<file path="src/rtl/uart_rx_fifo.sv">
// uart_rx_fifo: 8N1 UART receiver with mid-bit sampling feeding a first-word-fall-through byte FIFO
module uart_rx_fifo #(
    parameter int CLKS_PER_BIT = 217,
    parameter int FIFO_ADDR_W  = 3
) (
    input  logic                   i_Clk,
    input  logic                   i_Rst,
    input  logic                   i_RX_Serial,
    input  logic                   i_RD_En,
    output logic [7:0]             o_RD_Data,
    output logic                   o_Empty,
    output logic                   o_Full,
    output logic [FIFO_ADDR_W:0]   o_Count,
    output logic                   o_Frame_Err,
    output logic                   o_Overflow,
    input  logic                   i_Clr_Err
);
    localparam int CNT_W = $clog2(CLKS_PER_BIT);
    localparam int PTR_W = FIFO_ADDR_W + 1;
    localparam logic [CNT_W-1:0] HALF = CNT_W'((CLKS_PER_BIT - 1) / 2);
    localparam logic [CNT_W-1:0] LAST = CNT_W'(CLKS_PER_BIT - 1);

    typedef enum logic [2:0] {IDLE, START, DATA, STOP, BREAK} state_t;

    state_t             state;
    logic               rx_meta, rx_sync;
    logic [CNT_W-1:0]   clk_cnt;
    logic [2:0]         bit_idx;
    logic [7:0]         rx_byte;
    logic [7:0]         mem [2**FIFO_ADDR_W];
    logic [PTR_W-1:0]   wr_ptr, rd_ptr;
    logic               stop_tick, push, do_push, do_pop;

    assign stop_tick = (state == STOP) && (clk_cnt == LAST);
    assign push      = stop_tick & rx_sync;
    assign o_Count   = wr_ptr - rd_ptr;
    assign o_Empty   = (o_Count == '0);
    assign o_Full    = o_Count[FIFO_ADDR_W];
    assign do_pop    = i_RD_En & ~o_Empty;
    assign do_push   = push & (~o_Full | do_pop);
    assign o_RD_Data = o_Empty ? 8'h00 : mem[rd_ptr[FIFO_ADDR_W-1:0]];

    // Two-flop synchronizer; idles high so reset never looks like a start bit
    always_ff @(posedge i_Clk or posedge i_Rst) begin
        if (i_Rst) begin
            rx_meta <= 1'b1;
            rx_sync <= 1'b1;
        end else begin
            rx_meta <= i_RX_Serial;
            rx_sync <= rx_meta;
        end
    end

    // Frame decoder: start is re-checked at half a bit, then each bit is sampled a full period later
    always_ff @(posedge i_Clk or posedge i_Rst) begin
        if (i_Rst) begin
            state   <= IDLE;
            clk_cnt <= '0;
            bit_idx <= '0;
            rx_byte <= '0;
        end else begin
            case (state)
                IDLE: begin
                    clk_cnt <= '0;
                    if (!rx_sync) state <= START;
                end
                START: begin
                    if (clk_cnt == HALF) begin
                        clk_cnt <= '0;
                        bit_idx <= '0;
                        state   <= rx_sync ? IDLE : DATA;
                    end else clk_cnt <= clk_cnt + CNT_W'(1);
                end
                DATA: begin
                    if (clk_cnt == LAST) begin
                        clk_cnt <= '0;
                        rx_byte <= {rx_sync, rx_byte[7:1]};
                        bit_idx <= bit_idx + 3'd1;
                        if (bit_idx == 3'd7) state <= STOP;
                    end else clk_cnt <= clk_cnt + CNT_W'(1);
                end
                STOP: begin
                    if (clk_cnt == LAST) begin
                        clk_cnt <= '0;
                        state   <= rx_sync ? IDLE : BREAK;
                    end else clk_cnt <= clk_cnt + CNT_W'(1);
                end
                BREAK: begin
                    clk_cnt <= '0;
                    if (rx_sync) state <= IDLE;
                end
                default: begin
                    clk_cnt <= '0;
                    state   <= IDLE;
                end
            endcase
        end
    end

    // FIFO storage needs no reset: the head is masked to zero while empty
    always_ff @(posedge i_Clk) begin
        if (do_push) mem[wr_ptr[FIFO_ADDR_W-1:0]] <= rx_byte;
    end

    // Pointers carry an extra wrap bit so full and empty are distinguishable
    always_ff @(posedge i_Clk or posedge i_Rst) begin
        if (i_Rst) begin
            wr_ptr <= '0;
            rd_ptr <= '0;
        end else begin
            if (do_push) wr_ptr <= wr_ptr + PTR_W'(1);
            if (do_pop)  rd_ptr <= rd_ptr + PTR_W'(1);
        end
    end

    // Sticky error flags; a new error wins over a clear in the same cycle
    always_ff @(posedge i_Clk or posedge i_Rst) begin
        if (i_Rst) begin
            o_Frame_Err <= 1'b0;
            o_Overflow  <= 1'b0;
        end else begin
            o_Frame_Err <= (stop_tick & ~rx_sync) | (o_Frame_Err & ~i_Clr_Err);
            o_Overflow  <= (push & ~do_push) | (o_Overflow & ~i_Clr_Err);
        end
    end
endmodule

</file>
<file path="config.mk">
export PLATFORM = sky130hd
export DESIGN_NAME = uart_rx_fifo
export DESIGN_NICKNAME = d
export VERILOG_FILES = /design/src/rtl/uart_rx_fifo.sv
export SDC_FILE = /design/constraint.sdc
export NUM_CORES = 1
export LEC_CHECK = 0
export ABC_AREA = 1
export CORE_MARGIN = 3
export CORE_UTILIZATION = 45
export CTS_CLUSTER_DIAMETER = 60
export DETAILED_ROUTE_END_ITERATION = 6
export GPL_ROUTABILITY_DRIVEN = 1
export RECOVER_POWER = 25
export SLEW_MARGIN = 20
export SYNTH_ARGS = -nofsm -noshare
export SYNTH_HDL_FRONTEND = slang
export SYNTH_SLANG_ARGS = --single-unit
</file>
<file path="constraint.sdc">
create_clock -name i_Clk -period 4.2 [get_ports i_Clk]
set_input_delay 0.63 -clock i_Clk [delete_from_list [all_inputs] [get_ports i_Clk]]
set_output_delay 0.63 -clock i_Clk [all_outputs]
set_load 0.05 [all_outputs]
</file>
## After elaboration in Yosys (flattened, before gate mapping)

Memory sizes are Yosys's and may differ from the RTL's.
Index checks and enable logic that the tools add are counted.

- Memories kept: 1
- Register bits: 34
- Output and inout bits: 16
- Word-level logic and storage cells: 70
- Memory bits (writable): 64

- Reduce and logical (&&, ||, !) cells: 8
- Equality and inequality tests: 13
- Bitwise logic cells: 15
- Add/subtract/negate cells: 5
- Muxes and demuxes: 18

Memories:

| name | words | bits a word | read ports | clocked after Yosys merged registers in | wr ports | line | source |
|---|---|---|---|---|---|---|---|
| mem | 8 | 8 | 1 | 0 | 1 | 30 | `logic [7:0] mem [2**FIFO_ADDR_W];` |

Operator list:

| cell | count |
|---|---|
| $mux 3 | 9 |
| $mux 8 | 3 |
| $pmux 8 s2 | 1 |
| $pmux 3 s5 | 1 |
| $ne 2x2->1 const B | 5 |
| $add 4x1->4 const B | 2 |
| $add 8x1->8 const B | 1 |
| $eq 8x7->1 const B | 1 |
| $eq 8x8->1 const B | 1 |
| $and 1x1->1 | 7 |
| $eq 3x2->1 const B | 2 |
| $eq 3x3->1 const B | 2 |
| $pmux 3 s2 | 1 |
| $reduce_and 6->1 | 1 |
| $not 1->1 | 5 |
| $logic_not 4->1 | 1 |
| $sub 4x4->4 | 1 |
| $add 3x1->3 const B | 1 |
| $eq 3x1->1 const B | 1 |
| $logic_not 3->1 | 1 |
| $or 1x1->1 | 3 |
| $reduce_and 3->1 | 1 |
| $mux 1 | 2 |
| $mux 2 | 1 |
| other kinds (5) | 5 |

## Logic depth before layout (Yosys ltp)

Gate-level depths: netlist of run 1.

- Depth in word-level cells: 9
- Mapped depth: 11
- Depth with buffers taken out: 11

## Least setup slack after synthesis of run 1

Ideal clock, no wire load.

- Path kind: flip-flop to output port
- Start point: register wr_ptr[0]
- End point: output o_RD_Data[0]
- Stages on the path, launching flop included: 11
- Buffers on the path: 0
- Setup slack: 0.952 ns
- Arrival time: 2.618 ns
- Path through: dfrtp_1 > inv_1 > ha_1 > fa_1 > inv_1 > nand2_1 > nand2_1 > nor2_1 > nand3_2 > inv_2 > nor2_1

- Word-level cells in the longest chain between the ends: 3

Ends and longest elaborated chain:

| item | line | source |
|---|---|---|
| start: declaration | 31 | `logic [PTR_W-1:0] wr_ptr, rd_ptr;` |
| start signal: assignment | 111 | `if (do_push) wr_ptr <= wr_ptr + PTR_W'(1);` |
| $sub 4x4->4 | 36 | `assign o_Count = wr_ptr - rd_ptr;` |
| named net o_Count[2] | 13 | `output logic [FIFO_ADDR_W:0] o_Count,` |
| $logic_not 4->1 | 37 | `assign o_Empty = (o_Count == '0);` |
| named net o_Empty | 11 | `output logic o_Empty,` |
| $mux 8 | 41 | `assign o_RD_Data = o_Empty ? 8'h00 : mem[rd_ptr[FIFO_ADDR_W-1:0]];` |
| end: declaration | 10 | `output logic [7:0] o_RD_Data,` |

The timed path passes the listed nets, and every way through them passes these cells.

## Worst setup path in the final report of run 1

- Start point: register rd_ptr[2]
- End point: output o_Empty

- Word-level cells in the longest chain between the ends: 2

Ends and longest elaborated chain:

| item | line | source |
|---|---|---|
| start: declaration | 31 |  |
| start signal: assignment | 112 | `if (do_pop) rd_ptr <= rd_ptr + PTR_W'(1);` |
| $sub 4x4->4 | 36 |  |
| $logic_not 4->1 | 37 |  |
| end: declaration | 11 |  |

Every way passes these cells.

==> results.tsv, run 1 <==
metric	value	unit
status	complete, no violations	
Data arrival, critical path	3.19	ns
GRT Total Usage	0.179	
core region area	9770	µm²
Sequential Area	2780	µm²
via/cell ratio	4.89	
fin. max-slew vios	0	
Setup-failing EPs final	0	
critical path's most frequent cell	nand2_1	
period utilisation layout	0.909	
fin area	5120	µm²
Critical Path Fanout Max	12	
total negative slack	0	ns
Post-Route WL	9.38	mm
post-synthesis cell count	465	
fillcell total	896	
Hold Fails Final Rpt	0	
pwr/cell area	329	nW/µm²
Die ar.	11300	µm²
Routed WL per cell	14.9	µm
Yosys cell types	31	
worst min-delay path class	reg2reg	
switch share	0.197	
worst-path cell chain	clkinvlp_4 -> ha_1 -> a21oi_1 -> nand2_1 -> nand2_1 -> nand3_2 -> inv_2 -> clkdlybuf4s50_1	
placed cell area	4910	µm²
Starting Density	0.464	
first-pass GRT wire length	15.3	mm
internal power	1350	µW
clock transition at the registers of the reported paths	0.09	ns
Mapped Nets	480	
achievable frequency	0.262	GHz
Post-synth EDFFs	64	
Rows	36	
post-layout min period	3.82	ns
max incr delay on CP	0.82	ns
CP startpoint kind	register	
worst-margin pin slew	0.880	ns
leakage	0.00229	µW
worst skew pair latency	0.37	ns
Vias	3083	
Area Growth Syn to Fin	12.8	%
Synth Flop Type	edfxtp_1	
FFs w/ async S/R, synth	0.347	
sequential share of the synthesized area	0.612	
number of max-cap violations	0	
flops & latches, synth	98	
total number of yosys warnings	0	
Avg Cell Area, Syn	9.76	µm²
net switching power	332	µW
H-tree depth	3	
Setup CP Type	reg2out	
Setup Buffers After CTS	0	
I/O pins	21	
Die Height	106	µm
CP Buf/Inv Count	3	
largest delay contributor family on the critical path	buffers and inverters	
Antenna Nets Post-Route	0	
Reg power frac	0.606	
first drt pass iteration count	4	
Buffers on Ports	20	
cts hold-fix bufs	0	
Worst Setup End Kind	output port	
DRC violations left	0	
Worst Clk Skew	0.00997	ns
Synth Cell Area	4540	µm²
initial antenna violation count	0	
CP required	3.57	ns
TritonCTS clock tree	done	
Die Wd	106	µm
area of the multi-input gates	1540	µm²
Iteration-0 DRC Markers	149	
cts bufs inserted	9	
Root Driver	clkbuf_8	
# diodes	0	
slowest CP cell	clkdlybuf4s50_1	
DP HPWL	6.26	mm
Placer Congestion	0.823	
RSZ-0062 raised after global routing	false	
logic gate share of total power	0.009	
Max Buffers Root-to-Sink	2	
TritonCTS Sinks	98	
vias in the first global route	2966	
Clk pwr share	0.386	
largest net degree at the start of global routing	37	
worst vdd ir	185	µV
total congestion overflow	0	
Worst slew margin	0.411	
nets	508	
layout cell share with drive strength beyond 1	0.0986	
==> cell type report <==
cell class / instances / share of cell area
Clock buffer: 9 / 0.0242
Tap cell: 133 / 0.0325
Inverter: 40 / 0.0301
Multi-Input combinational cell: 314 / 0.301
Clock inverter: 6 / 0.0161
Sequential cell: 98 / 0.542
Timing Repair Buffer: 30 / 0.0538
==> layout by cell type, fill, tap and decap left out, types with 4 or more instances in the layout <==
master / netlist / layout
o21ai_1: 5 / 5
buf_4: 2 / 10
clkdlybuf4s50_1: 0 / 19
xor2_1: 7 / 7
nor2_1: 45 / 45
nand3_4: 4 / 4
nand2_1: 162 / 162
a21oi_1: 5 / 5
ha_1: 9 / 9
o21ai_0: 6 / 6
edfxtp_1: 64 / 64
clkbuf_8: 0 / 9
inv_1: 34 / 34
nand2_2: 5 / 5
nand3_1: 51 / 51
dfrtp_1: 32 / 31
inv_2: 5 / 5
==> what timing repair did <==
item / 4_1_cts / 5_1_grt
hold endpoints to repair: 0 / 0
resized for setup: 0 / 2
setup endpoints to repair: 0 / 9
==> logic make-up after synthesis <==
kind of cell | synth area share
DFF | 0.612
AOI/OAI and AO/OA | 0.0210
and+or+nand+nor | 0.274
adders and majority gates | 0.0292
buffers and inverters | 0.0488
xor gates and xnor gates | 0.0154
==> through the flow <==
stage	hold WS [ns]	instances	total power [µW]	util	setup WS, ns
2_1_floorplan	0.345	465	1050	-	0.952
3_3_place_gp	0.346	615	1060	0.502	0.655
3_5_place_dp	0.349	615	1060	0.502	0.519
4_1_cts	0.362	630	1700	0.523	0.0700
5_1_grt	0.373	630	1740	0.524	0.114
6_report	0.361	630	1680	0.524	0.383
==> path summary, 6_finish.rpt <==
path / start / endpoint / slack, ns / cells past startpoint
hold reg to reg: rx_meta / rx_sync / 0.36 / 0
hold / removal: rx_meta / rx_sync / 0.36 / 0
setup / recovery: rd_ptr[2] / o_Empty / 0.38 / 8
setup reg to reg: rd_ptr[2] / mem[5][6] / 1.25 / 7
min in group asynchronous: i_Rst / wr_ptr[2] / 0.70 / 2
max in group asynchronous: i_Rst / rx_byte[4] / 2.77 / 3
==> per-layer routing <==
metal  GRT usage  part of all wire
met5           0                 0
met4      0.0877             0.026
met3      0.0261             0.030
met2       0.279              0.46
met1       0.247              0.48
==> sequential cells by signal, indices dropped and copies added, names as in the netlist <==
signal / flops
wr_ptr: 4
o_Overflow: 1
rx_meta: 1
bit_idx: 3
mem: 64
o_Frame_Err: 1
rx_sync: 1
state: 3
rx_byte: 8
rd_ptr: 4
clk_cnt: 8
==> synth_stat cells (2+ instances only) <==
| library cell | instances | area [µm²] |
|---|---|---|
| nor3_1 | 3 | 15.0 |
| inv_2 | 5 | 18.8 |
| nand2_1 | 162 | 608 |
| buf_4 | 2 | 15.0 |
| a21oi_1 | 5 | 25.0 |
| nand3_2 | 2 | 20.0 |
| edfxtp_1 | 64 | 1920 |
| buf_2 | 6 | 30.0 |
| dfrtp_1 | 32 | 801 |
| inv_1 | 34 | 128 |
| xor2_1 | 7 | 61.3 |
| nand2_2 | 5 | 31.3 |
| nand3_1 | 51 | 255 |
| o21ai_1 | 5 | 25.0 |
| nor2_8 | 2 | 40.0 |
| dfstp_2 | 2 | 52.6 |
| o21ai_0 | 6 | 30.0 |
| clkbuf_1 | 4 | 15.0 |
| nor2_1 | 45 | 169 |
| nand3_4 | 4 | 70.1 |
| ha_1 | 9 | 113 |
==> power groups by stage <==
stage,Combinational [µW],Sequential [µW],Clock (µW)
2_1_floorplan,7.00,1040,0
3_3_place_gp,15.3,1040,0
3_5_place_dp,15.7,1040,0
4_1_cts,15.6,1020,665
5_1_grt,16.7,1020,706
6_report,14.5,1020,650
Power figures use the tool's default switching activity.
==> run 2, diff against run 1 <==
--- a/config.mk
+++ b/config.mk
@@ -6,13 +6,15 @@
 export NUM_CORES = 1
 export LEC_CHECK = 0
 export ABC_AREA = 1
+export CORE_ASPECT_RATIO = 1.25
 export CORE_MARGIN = 3
 export CORE_UTILIZATION = 45
+export CTS_BUF_LIST = sky130_fd_sc_hd__clkbuf_2 sky130_fd_sc_hd__clkbuf_4 sky130_fd_sc_hd__clkbuf_8
 export CTS_CLUSTER_DIAMETER = 60
 export DETAILED_ROUTE_END_ITERATION = 6
 export GPL_ROUTABILITY_DRIVEN = 1
 export RECOVER_POWER = 25
-export SLEW_MARGIN = 20
+export SLEW_MARGIN = 5
 export SYNTH_ARGS = -nofsm -noshare
 export SYNTH_HDL_FRONTEND = slang
 export SYNTH_SLANG_ARGS = --single-unit
==> run 2 against run 1 <==
Against the previous run:
- power is 2.6% lower
- sequential power hardly changed
- cell count is 1.7% lower
- highest routed layer unchanged
- clock power is 6.8% lower
- first-iteration DRC count is 25% higher
- worst hold slack worse by 0.0025 ns
- critical path depth stayed put
==> results.tsv, run 2 (synthesized netlist as in run 1, its figures left out) <==
metric	value	unit
TritonCTS Sinks	98	
first drt pass iteration count	4	
Clk pwr share	0.369	
Resize count post-CTS	0	
CP required	3.57	ns
Worst Setup End Kind	output port	
layout cell share with drive strength beyond 1	0.0872	
Vias	3085	
Iteration-0 DRC Markers	186	
most frequent cells in the layout	162 x nand2_1, 64 x edfxtp_1, 51 x nand3_1	
Antenna Nets Post-Route	0	
crit path from	rd_ptr[2]	
Non-Filler Instances	619	
max FFs per register	64	
total congestion overflow	0	
Buffers on Ports	20	
internal power	1330	µW
largest net degree at the start of global routing	37	
Hold Fails Final Rpt	0	
R2R setup slack	1.13	ns
clock transition at the registers of the reported paths	0.08	ns
leakage	0.00226	µW
worst-margin pin slew	0.881	ns
worst min-delay path class	reg2reg	
fin. max-slew vios	0	
initial antenna violation count	0	
Die Wd	95.8	µm
Die Height	118	µm
cts hold-fix bufs	0	
achievable frequency	0.251	GHz
period utilisation layout	0.948	
Rows	40	
Worst slew margin	0.411	
total negative slack	0	ns
pwr/cell area	324	nW/µm²
worst r2r src	rd_ptr[2]	
Setup crit end	o_RD_Data[7]	
Die ar.	11300	µm²
I/O pins	21	
post-layout min period	3.98	ns
Root Driver	clkbuf_8	
switch share	0.192	
TritonCTS clock tree	done	
status	complete, no violations	
Setup-failing EPs final	0	
core region area	9710	µm²
number of max-cap violations	0	
Starting Density	0.467	
DRC violations left	0	
Max Buffers Root-to-Sink	2	
Setup CP Type	reg2out	
R2R depth	7	
Worst Clk Skew	0.0121	ns
GRT Total Usage	0.176	
RSZ-0062 raised after global routing	false	
logic gate share of total power	0.009	
worst skew pair latency	0.37	ns
Data arrival, critical path	3.35	ns
net switching power	315	µW
vias in the first global route	2979	
Reg power frac	0.622	
cts bufs inserted	9	
CP startpoint kind	register	
Placer Congestion	0.811	
# diodes	0	
Critical Path Fanout Max	12	
via/cell ratio	4.98	
DP HPWL	6.16	mm
Routed WL per cell	14.6	µm
fillcell total	895	
Setup Buffers After CTS	0	
Post-Route WL	9.07	mm
most common cell after layout, fill and taps aside	nand2_1	
worst vdd ir	181	µV
first-pass GRT wire length	15.0	mm
H-tree depth	3	
Area Growth Syn to Fin	11.5	%
worst r2r dst	mem[6][5]	
Placed Cells	603	
nets	503	
==> run 2: metal layers <==
metal	vias up	track usage	wire length (µm)
met5	-	0	0
met4	0	0.0854	248
met3	16	0.0216	228
met2	44	0.295	4730
met1	1460	0.222	3860
li1	1565	-	-
==> run 2: worst min-delay path by stage <==
stage	start	endpoint	slack (ns)	cells after the start
after floorplan	rx_meta	rx_sync	0.35	0
after global placement	rx_meta	rx_sync	0.35	0
after detailed placement	rx_meta	rx_sync	0.35	0
after CTS	rx_meta	rx_sync	0.36	0
after global routing	rx_meta	rx_sync	0.37	0
final	rx_meta	rx_sync	0.36	0
==> run 2: power by group through the flow <==
| stage | logic (µW) | clock network [µW] | registers [µW] |
|---|---|---|---|
| detailed placement | 15.4 | 0 | 1040 |
| floorplan | 7.00 | 0 | 1040 |
| global placement | 15.2 | 0 | 1040 |
| finish | 14.3 | 606 | 1020 |
| global route | 16.4 | 670 | 1020 |
| CTS | 15.5 | 628 | 1020 |
==> run 2: cell type report <==
cell class                      instances  area [µm²]  share of cell area
Timing Repair Buffer                   25         238              0.0470
Clock buffer                           13         154              0.0304
Multi-Input combinational cell        314        1540               0.305
Sequential cell                        98        2780               0.549
Clock inverter                          3        42.5             0.00841
Inverter                               40         150              0.0297
Tap cell                              126         158              0.0312
==> run 2: metrics by stage <==
| step | util | hold slack, ns | total power (µW) | setup slack, ns | cell area (µm²) |
|---|---|---|---|---|---|
| floorplan | - | 0.345 | 1050 | 0.952 | 4540 |
| global placement | 0.501 | 0.346 | 1060 | 0.759 | 4860 |
| detailed placement | 0.501 | 0.347 | 1060 | 0.646 | 4860 |
| CTS | 0.521 | 0.360 | 1660 | 0.230 | 5060 |
| global route | 0.521 | 0.366 | 1710 | 0.0168 | 5060 |
| finish | 0.521 | 0.358 | 1640 | 0.217 | 5060 |
==> run 2: critical path: stages (launching register included) <==
cell             delay, ns
dfrtp_1               0.60
clkinv_1              0.35
ha_1                  0.42
a21oi_1               0.23
nand3_1               0.15
nand3_2               0.17
inv_2                 0.12
nor2_1                0.14
clkdlybuf4s50_1       0.82
==> run 3, diff against run 2 <==
--- a/config.mk
+++ b/config.mk
@@ -13,7 +13,9 @@
 export CTS_CLUSTER_DIAMETER = 60
 export DETAILED_ROUTE_END_ITERATION = 6
 export GPL_ROUTABILITY_DRIVEN = 1
+export GPL_TIMING_DRIVEN = 0
 export RECOVER_POWER = 25
+export SKIP_LAST_GASP = 1
 export SLEW_MARGIN = 5
 export SYNTH_ARGS = -nofsm -noshare
 export SYNTH_HDL_FRONTEND = slang
==> run 3 against run 2 <==
Against the previous run:
- utilization increased by 0.61 points
- first-iteration DRC count is 10% lower
- critical endpoint is now o_Empty
- critical path type unchanged
- register-to-register slack about the same
==> results.tsv, run 3 (synthesized netlist as in run 1, its figures left out) <==
metric	value	unit
R2R setup slack	1.13	ns
worst skew pair latency	0.37	ns
nets	511	
Vias	3133	
Die ar.	11300	µm²
logic gate share of total power	0.008	
Clk pwr share	0.393	
initial antenna violation count	0	
Area Growth Syn to Fin	12.8	%
TritonCTS Sinks	98	
number of max-cap violations	0	
DP HPWL	6.39	mm
internal power	1370	µW
core region area	9710	µm²
Sequential Area	2780	µm²
Resize count post-CTS	0	
hold_ws	0.364	ns
Non-Filler Instances	627	
Placer Congestion	0.851	
Routed WL per cell	14.7	µm
achievable frequency	0.252	GHz
Data arrival, critical path	3.34	ns
worst min-delay path class	reg2reg	
RSZ-0062 raised after global routing	false	
post-layout min period	3.97	ns
Hold Fails Final Rpt	0	
most frequent cells in the layout	162 x nand2_1, 64 x edfxtp_1, 51 x nand3_1	
largest net degree at the start of global routing	35	
crit path from	rd_ptr[1]	
status	complete, no violations	
Placed Cells	611	
Setup-failing EPs final	0	
worst r2r src	rd_ptr[1]	
Max Buffers Root-to-Sink	2	
H-tree depth	3	
layout cell share with drive strength beyond 1	0.0978	
worst-margin pin slew	0.923	ns
first drt pass iteration count	4	
leakage	0.00228	µW
Iteration-0 DRC Markers	167	
vias in the first global route	3116	
cts bufs inserted	9	
total negative slack	0	ns
Setup crit end	o_Empty	
net switching power	337	µW
Worst slew margin	0.382	
Buffers on Ports	20	
max FFs per register	64	
most common cell after layout, fill and taps aside	nand2_1	
Die Height	118	µm
fillcell total	889	
Root Driver	clkbuf_8	
TritonCTS clock tree	done	
first-pass GRT wire length	15.3	mm
via/cell ratio	5.00	
Worst Setup End Kind	output port	
Rows	40	
Setup CP Type	reg2out	
fin. max-slew vios	0	
Reg power frac	0.599	
I/O pins	21	
DRC violations left	0	
Setup Buffers After CTS	0	
total congestion overflow	0	
cts hold-fix bufs	0	
Die Wd	95.8	µm
area of the multi-input gates	1540	µm²
worst vdd ir	140	µV
# diodes	0	
clock transition at the registers of the reported paths	0.10	ns
CP required	3.57	ns
GRT Total Usage	0.179	
Critical Path Fanout Max	10	
Post-Route WL	9.24	mm
pwr/cell area	333	nW/µm²
worst r2r dst	mem[5][2]	
Power, Total	1700	µW
CP startpoint kind	register	
period utilisation layout	0.946	
switch share	0.198	
Starting Density	0.467	
Worst Clk Skew	0.0112	ns
R2R depth	9	
Antenna Nets Post-Route	0	
run 3: cell count changes in the layout (fill, tap and decap cells not counted), sizes merged:
cell | previous run | this run
clkbuf | 13 | 14
clkinvlp | 0 | 1
inv | 39 | 40
bufinv | 1 | 2
buf | 5 | 9
run 3: worst max-delay path: stages, from the launching register on:
cell and delay (ns):
dfrtp_1 0.41, buf_2 0.29, inv_2 0.15, buf_2 0.24, ha_1 0.20, a21oi_1 0.26, nand2_1 0.12, nand2_1 0.11
nand3_2 0.16, inv_2 0.21, clkdlybuf4s50_1 0.83
run 3: stage by stage:
step | util | instance area [µm²] | setup WS [ns]
after floorplan | - | 4540 | 0.952
after CTS | 0.527 | 5120 | 0.191
after global placement | 0.504 | 4900 | 0.651
final | 0.527 | 5120 | 0.228
after detailed placement | 0.504 | 4900 | 0.600
after global routing | 0.527 | 5120 | 0.0461
run 3: power groups by stage:
stage	sequential (µW)	clock (µW)	combinational (µW)
after floorplan	1040	0	7.00
after CTS	1020	684	14.6
after detailed placement	1040	0	14.5
after global routing	1020	730	15.5
final	1020	670	13.6
after global placement	1040	0	14.3
run 3: worst min-delay path by stage:
stage	end	cells past startpoint	startpoint
3_3_place_gp	rx_sync	0	rx_meta
3_5_place_dp	rx_sync	0	rx_meta
4_1_cts	rx_sync	0	rx_meta
6_report	rx_sync	0	rx_meta
5_1_grt	rx_sync	0	rx_meta
2_1_floorplan	rx_sync	0	rx_meta
run 3: cell type report:
cell class	count	share of cell area
buffer	13	0.0139
sequential	98	0.542
multi-input combinational	314	0.301
timing repair buffer	20	0.0391
tap	126	0.0308
clock inverter	6	0.0176
inverter	40	0.0293
clock buffer	10	0.0257
run 3: per-layer routing:
layer,up-vias,wire length (µm),track usage
met4,0,196,0.0721
li1,1578,-,-
met1,1475,3940,0.225
met5,-,0,0
met2,64,4750,0.301
met3,16,358,0.0318
